### src/rtl/pint_irq_pkg.sv
// Shared types and defaults for the pin-change interrupt arbiter.
package pint_irq_pkg;

  typedef enum logic [1:0] {
    ST_IDLE    = 2'd0,
    ST_REQ     = 2'd1,
    ST_SERVICE = 2'd2
  } state_t;

  localparam logic [31:0] VEC_BASE_DEF   = 32'h0000_0010;
  localparam int unsigned VEC_STRIDE_DEF = 4;

  // Bits needed to hold an index in 0..n-1; never less than 1.
  function automatic int unsigned clog2(input int unsigned n);
    int unsigned r;
    r = 1;
    while ((32'd1 << r) < n) begin
      r = r + 1;
    end
    return r;
  endfunction

endpackage

### src/rtl/pint_prio_enc.sv
// Fixed-priority encoder: lowest set request index wins.
module pint_prio_enc
  import pint_irq_pkg::*;
#(
  parameter int unsigned N     = 3,
  parameter int unsigned IDX_W = clog2(N)
) (
  input  logic [N-1:0]     req_i,
  output logic [IDX_W-1:0] idx_o,
  output logic             valid_o
);

  // Scan from the top down so the lowest asserted index is written last.
  always_comb begin
    idx_o   = '0;
    valid_o = |req_i;
    for (int unsigned i = N; i > 0; i--) begin
      if (req_i[i-1]) begin
        idx_o = IDX_W'(i - 1);
      end
    end
  end

endmodule

### src/rtl/pint_irq_arbiter.sv
// Interrupt arbiter: sticky pending capture, masking, fixed priority and
// request/ack/return handshake with the core trap logic.
module pint_irq_arbiter
  import pint_irq_pkg::*;
#(
  parameter int unsigned      N_SRC      = 3,
  parameter int unsigned      VEC_W      = 32,
  parameter logic [VEC_W-1:0] VEC_BASE   = VEC_W'(VEC_BASE_DEF),
  parameter int unsigned      VEC_STRIDE = VEC_STRIDE_DEF
) (
  input  logic             clk,
  input  logic             reset,
  input  logic [N_SRC-1:0] irq_in,
  input  logic [N_SRC-1:0] irq_en,
  input  logic             global_ie,
  input  logic [N_SRC-1:0] clr_pend,
  input  logic             irq_ack,
  input  logic             irq_ret,
  output logic             irq_req,
  output logic [VEC_W-1:0] irq_vector,
  output logic [N_SRC-1:0] irq_grant,
  output logic [N_SRC-1:0] pending,
  output logic             in_service
);

  localparam int unsigned IDX_W = clog2(N_SRC);

  state_t           state_q, state_d;
  logic [N_SRC-1:0] irq_in_q;
  logic [N_SRC-1:0] pending_q, pending_d;
  logic [N_SRC-1:0] grant_q, grant_d;
  logic [VEC_W-1:0] vec_q, vec_d;
  logic             req_q, req_d;
  logic             insvc_q, insvc_d;

  logic [N_SRC-1:0] rise;
  logic [N_SRC-1:0] eligible;
  logic [N_SRC-1:0] ack_clr;
  logic [N_SRC-1:0] enc_onehot;
  logic [IDX_W-1:0] enc_idx;
  logic             enc_valid;
  logic             withdraw;
  logic [VEC_W-1:0] vec_calc;

  assign rise       = irq_in & ~irq_in_q;
  assign eligible   = pending_q & irq_en & {N_SRC{global_ie}};
  assign withdraw   = ~|(eligible & grant_q);
  assign enc_onehot = N_SRC'(1) << enc_idx;
  assign vec_calc   = VEC_BASE + VEC_W'(VEC_W'(enc_idx) * VEC_W'(VEC_STRIDE));

  pint_prio_enc #(
    .N     (N_SRC),
    .IDX_W (IDX_W)
  ) u_prio_enc (
    .req_i   (eligible),
    .idx_o   (enc_idx),
    .valid_o (enc_valid)
  );

  // Pending update: clears applied first, then new edges OR'd in so a
  // same-cycle set survives a clear of the same bit.
  always_comb begin
    pending_d = (pending_q & ~(clr_pend | ack_clr)) | rise;
  end

  // Handshake FSM next-state and registered-output values.
  always_comb begin
    state_d = state_q;
    req_d   = req_q;
    vec_d   = vec_q;
    grant_d = grant_q;
    insvc_d = insvc_q;
    ack_clr = '0;
    unique case (state_q)
      ST_IDLE: begin
        req_d   = 1'b0;
        insvc_d = 1'b0;
        grant_d = '0;
        vec_d   = '0;
        if (enc_valid) begin
          state_d = ST_REQ;
          req_d   = 1'b1;
          grant_d = enc_onehot;
          vec_d   = vec_calc;
        end
      end
      ST_REQ: begin
        // Ack takes precedence over a coincident withdrawal.
        if (irq_ack) begin
          state_d = ST_SERVICE;
          req_d   = 1'b0;
          insvc_d = 1'b1;
          ack_clr = grant_q;
        end else if (withdraw) begin
          state_d = ST_IDLE;
          req_d   = 1'b0;
          grant_d = '0;
          vec_d   = '0;
        end
      end
      ST_SERVICE: begin
        if (irq_ret) begin
          state_d = ST_IDLE;
          insvc_d = 1'b0;
          grant_d = '0;
          vec_d   = '0;
        end
      end
      default: begin
        state_d = ST_IDLE;
        req_d   = 1'b0;
        insvc_d = 1'b0;
        grant_d = '0;
        vec_d   = '0;
      end
    endcase
  end

  // State, history and output registers with asynchronous reset.
  always_ff @(posedge clk or posedge reset) begin
    if (reset) begin
      state_q   <= ST_IDLE;
      irq_in_q  <= '0;
      pending_q <= '0;
      grant_q   <= '0;
      vec_q     <= '0;
      req_q     <= 1'b0;
      insvc_q   <= 1'b0;
    end else begin
      state_q   <= state_d;
      irq_in_q  <= irq_in;
      pending_q <= pending_d;
      grant_q   <= grant_d;
      vec_q     <= vec_d;
      req_q     <= req_d;
      insvc_q   <= insvc_d;
    end
  end

  assign irq_req    = req_q;
  assign irq_vector = vec_q;
  assign irq_grant  = grant_q;
  assign pending    = pending_q;
  assign in_service = insvc_q;

endmodule

### config.mk
export PLATFORM = sky130hd
export DESIGN_NAME = pint_irq_arbiter
export DESIGN_NICKNAME = d
export VERILOG_FILES = /design/src/rtl/pint_irq_pkg.sv /design/src/rtl/pint_prio_enc.sv /design/src/rtl/pint_irq_arbiter.sv
export SDC_FILE = /design/constraint.sdc
export NUM_CORES = 1
export LEC_CHECK = 0
export CORE_ASPECT_RATIO = 0.75
export CORE_MARGIN = 10
export CORE_UTILIZATION = 33
export DETAILED_ROUTE_END_ITERATION = 10
export GPL_TIMING_DRIVEN = 0
export PLACE_DENSITY = 0.73
export REMOVE_ABC_BUFFERS = 1
export SLEW_MARGIN = 20
export SYNTH_ARGS = -nofsm -noshare
export SYNTH_HDL_FRONTEND = slang
export SYNTH_SLANG_ARGS = --single-unit
export TNS_END_PERCENT = 50
### constraint.sdc
create_clock -name clk -period 1.2 [get_ports clk]
set_input_delay 0.24 -clock clk [delete_from_list [all_inputs] [get_ports clk]]
set_output_delay 0.24 -clock clk [all_outputs]
set_load 0.01 [all_outputs]
Word-level counts from Yosys, hierarchy flattened

Cells that the tools add are included.

Bitwise logic cells: 10
Muxes and demuxes: 27
Equality and inequality tests: 8
Reduce and logical (&&, ||, !) cells: 7
Add/sub/neg operators: 1
Shifts and indexed selects: 1

Operators by type and width:

| operator              | number |
|---|---|
| $mux W32              | 3 |
| $pmux W32 S3          | 1 |
| $mux W3               | 6 |
| $and A3 B3 Y3         | 5 |
| $mux W2               | 7 |
| $ne A2 B2 Y1 const B  | 5 |
| $pmux W3 S3           | 1 |
| $add A5 B4 Y6 const A | 1 |
| $mux W6               | 1 |
| $not A3 Y3            | 2 |
| $or A3 B3 Y3          | 2 |
| $pmux W2 S3           | 1 |
| $reduce_and A3 Y1     | 2 |
| $reduce_or A3 Y1      | 2 |
| $mux W1               | 5 |
| $reduce_and A2 Y1     | 2 |
| $ne A3 B3 Y1 const B  | 1 |
| $pmux W1 S3           | 1 |
| $shl A1 B2 Y3 const A | 1 |
| $eq A2 B1 Y1 const B  | 1 |
| $eq A2 B2 Y1 const B  | 1 |
| $logic_not A2 Y1      | 1 |
| $pmux W1 S2           | 1 |
| $not A1 Y1            | 1 |

Input bits: 14
Register bits: 45

Depth between registers and ports, before layout

Word-level depth: 8
Mapped depth: 4
Depth with buffers taken out: 4

Modules after synthesis

From an unflattened synthesis, not the netlist that was laid out.

Cells, all modules: 90
Area total of the unflattened synthesis: 900.9 um^2

Modules (own cells, without submodules):

| module           | area an instance (um^2) | instances | cells each |
|---|---|---|---|
| pint_irq_arbiter | 880.8                   | 1         | 87 |
| pint_prio_enc    | 20.0                    | 1         | 3 |

Worst setup path after synthesis

OpenSTA, ideal clock, no wires.

Kind: register -> register
From: register state_q[0]
To: register vec_q[4], in the netlist irq_vector[4]
Setup slack: 44 ps
Cell stages (with the launch flop): 5
Data arrival time: 1035 ps
Required time: 1079 ps
Cell sequence: dfrtp_1 nor2b_2 a2bb2oi_2 o21ai_2 a22o_1

Word-level cells in the longest chain between the ends: 3
Elaborated cells on any way between the ends: 8
Classes of those cells: eq/ne (5); mux (1); reduce/logical (2)

Ends and longest elaborated chain:

| what                                         | line                    | RTL |
|---|---|---|
| start, declared                              | pint_irq_arbiter.sv:28  | `state_t state_q, state_d;` |
| start signal, assigned                       | pint_irq_arbiter.sv:130 | `state_q <= state_d;` |
| $eq A2 B1 Y1 or $eq A2 B2 Y1 (tied branches) | pint_irq_arbiter.sv:74  | `unique case (state_q)` |
| $ne A2 B2 Y1 (no source line)                | -                       |  |
| $reduce_and A3 Y1 (no source line)           | -                       |  |
| end signal, assigned                         | pint_irq_arbiter.sv:134 | `vec_q <= vec_d;` |
| end, declared                                | pint_irq_arbiter.sv:32  | `logic [VEC_W-1:0] vec_q, vec_d;` |

Several ways; a longest one is shown, not always the timed one.
A chain may end at the register's enable or synchronous reset.

Final worst setup path

From: register state_q[1]
To: register vec_q[4], in the netlist irq_vector[4]

Same word-level chain as after synthesis.

==> results_dict.tcl <==
set metrics [dict create \
    antenna_found_initial 0 \
    port_buffers 24 \
    ctsHoldBuffers 0 \
    slew_headroom_pct 59.8 \
    routabilityCongestion 0.799 \
    tightest_slew_ns 0.602 \
    busiest_layer "met2" \
    die_w_um 80.8 \
    dpl.hpwl_um 1860 \
    synth.ff_latch_count 16 \
    skew_ns 0.00591 \
    avgSynthCellArea_um2 10.2 \
    status "complete, but fails checks" \
    slew_violations 0 \
    finalSetupTns_ns -0.0326 \
    synth_cell_types 23 \
    yosysTopAreaCell "dfrtp_1" \
    cts_buffers 3 \
    gr-total-overflow 0 \
    r2r-start "state_q[1]$_DFFE_PP0P_" \
    synth_edf_count 0 \
    clkTransAtPathRegs_ns 0.07 \
    drtAntennaViolNets 0 \
    r2r_end "irq_vector[4]$_DFFE_PP0P_" \
    clock_latency_ns 0.25 \
    rows 16 \
    dr.pass1.iters 4 \
    violations "setup timing" \
    finalPower_mw 1.44 \
    finalHoldViolations 0 \
    detail_route.wl_per_cell_um 14.5 \
    reg2reg_depth 4 \
    viasPerCell 4.29 \
    endpoint "irq_vector[4]$_DFFE_PP0P_" \
    end_kind "flop" \
    nets 136 \
    tritoncts "yes" \
    ios 54 \
    synth.top_cells.by_count "29 x buf_4, 16 x dfrtp_1, 6 x inv_1" \
    cts_root_buf "clkbuf_8" \
    peakVddDrop_mv 0.623 \
    design_area_mm2 0.00120 \
    yosys_warnings 0 \
    rsz0062_at_grt "yes" \
    seq_area_frac_synth_pct 43.8 \
    powerDensity_mw_per_mm2 1200 \
    start_util_pct 34.9 \
    leakage_nw 0.639 \
    grt_max_degree 17 \
    min_period_ns 1.21 \
    regToRegSetupSlack_ns -0.01 \
    path_cells "nand2b_2, a2bb2oi_4, o21ai_4, a22o_1" \
    drc 0 \
    use_met3_pct 5.30 \
    startpoint "state_q[1]$_DFFE_PP0P_" \
    hp-class "input port to flop" \
    place_area_mm2 0.00109 \
    setup_ws_ns -0.0123 \
    met2_usage_pct 13.2 \
    drt_iter0_markers 10 \
    finalCritPeriodShare_pct 101 \
    synthFlopType "dfrtp_1" \
    cts_buffer_depth 2 \
    syn_inst 90 \
    wl_um 2280 \
    netlist_area_um2 915 \
    grt_usage_pct 8.18 \
    synth_top_area_share_pct 43.8 \
    cp_slowest_cell "dfrtp_2" \
    worst-path-buf-inv 0 \
    drv_cap 0 \
    first_global_vias 720 \
    fmax_mhz 825 \
    path_delay_family "compound AO/OA/AOI/OAI gates" \
    cp.depth 4 \
    core_area_mm2 0.00262 \
    required_ns 1.35 \
    report.final.setup_viol 3 \
    path_class "flop to flop" \
    drive_above_1_share_pct 17.4 \
    syn2layout_area_growth_pct 30.9 \
    htree_levels 1 \
    cp-start-kind "flop" \
    antenna_cells 0 \
    dieArea_mm2 0.00530 \
    vias 673 \
    grt_pass1_wl_um 3420 \
    die_h_um 65.6 \
    yosysMostFrequentCell "buf_4" \
    async_flop_share_pct 100 \
    critPathArrivalTime_ns 1.36 \
    synthTopCellsByArea "dfrtp_1 44%, buf_4 24%, a21o_1 3.3%, nor3b_2 2.7%, inv_1 2.5%" \
    crit_path_max_incr_delay_ns 0.46 \
    use_met1_pct 8.33 \
    crit_fanout 6 \
    cts_sinks 16 \
]
[stage by stage]
stage	std cells	hold WS (ns)	utilization, %	setup slack [ns]
floorplan	89	0.154	-	0.0439
global route	157	0.351	45.7	-0.0863
global placement	149	0.393	41.5	-0.422
finish	157	0.333	45.7	-0.0123
detailed placement	149	0.405	41.5	-0.432
CTS	154	0.386	43.8	-0.0975
[power by group]
group | switching (mW) | internal, mW | total, mW
clock | 0.189 | 0.291 | 0.480
sequential | 0.0419 | 0.586 | 0.627
combinational | 0.181 | 0.153 | 0.334
total | 0.412 | 1.03 | 1.44
[cell usage in the layout (no fill, tap or decap), drive strengths merged]
cell and n:
inv 6, o32ai 1, clkdlybuf4s50 9, dfrtp 16, a2bb2oi 1, dlygate4sd2 5, o31ai 2, o21ai 4
a22o 2, conb 29, nor2 2, nor2b 1, nand2 5, nand4 3, clkbuf 7, nand2b 2
nor3b 2, nand3b 3, nand3 4, dlymetal6s2s 3, and3 1, buf 4, clkdlybuf4s15 4, a21o 4
a32o 1
[registers in the layout (all words and copies together) (netlist names)]
signal,flops
irq_grant,3
irq_in_q,3
irq_vector,3
pending,3
state_q,2
in_service,1
irq_req,1
[how the worst min path moves through the flow]
stage                               start                  endpoint  slack, ns  depth (start not counted)
floorplan                           reset    in_service$_DFFE_PP0P_       0.15                          1
global placement    irq_in_q[1]$_DFF_PP0_      pending[1]$_DFF_PP0_       0.39                          1
detailed placement  irq_in_q[0]$_DFF_PP0_      pending[0]$_DFF_PP0_       0.40                          1
CTS                                 reset     irq_in_q[2]$_DFF_PP0_       0.39                          2
global route                    irq_en[0]  irq_grant[0]$_DFFE_PP0P_       0.35                          2
finish                          irq_en[0]  irq_grant[0]$_DFFE_PP0P_       0.33                          2
[cell type report]
type                       count  area (um^2)
fill                         272         1430
multi-input combinational     67          415
sequential                    16          403
timing repair buffer          28          256
clock buffer                   4         55.1
tap                           36         45.0
inverter                       6         22.5
[cells by family after synthesis]
logic type | Yosys count | synth area share [%]
AOI/OAI and AO/OA | 15 | 13.1
buffers and inverters | 35 | 26.3
and+or+nand+nor | 23 | 16.4
DFF | 16 | 43.8
other | 1 | 0.410
[layer usage]
layer,routed length (um),vias up
li1,-,311
met1,822,313
met2,1010,46
met3,408,3
met4,33,0
met5,0,-
[what timing repair did]
action / CTS / global route
resized for setup: 18 / 14
pin swaps: 2 / 4
buffers inserted: 1 / 3
setup endpoints to repair: 18 / 14
Note: power is estimated with default switching activity, not from simulation.
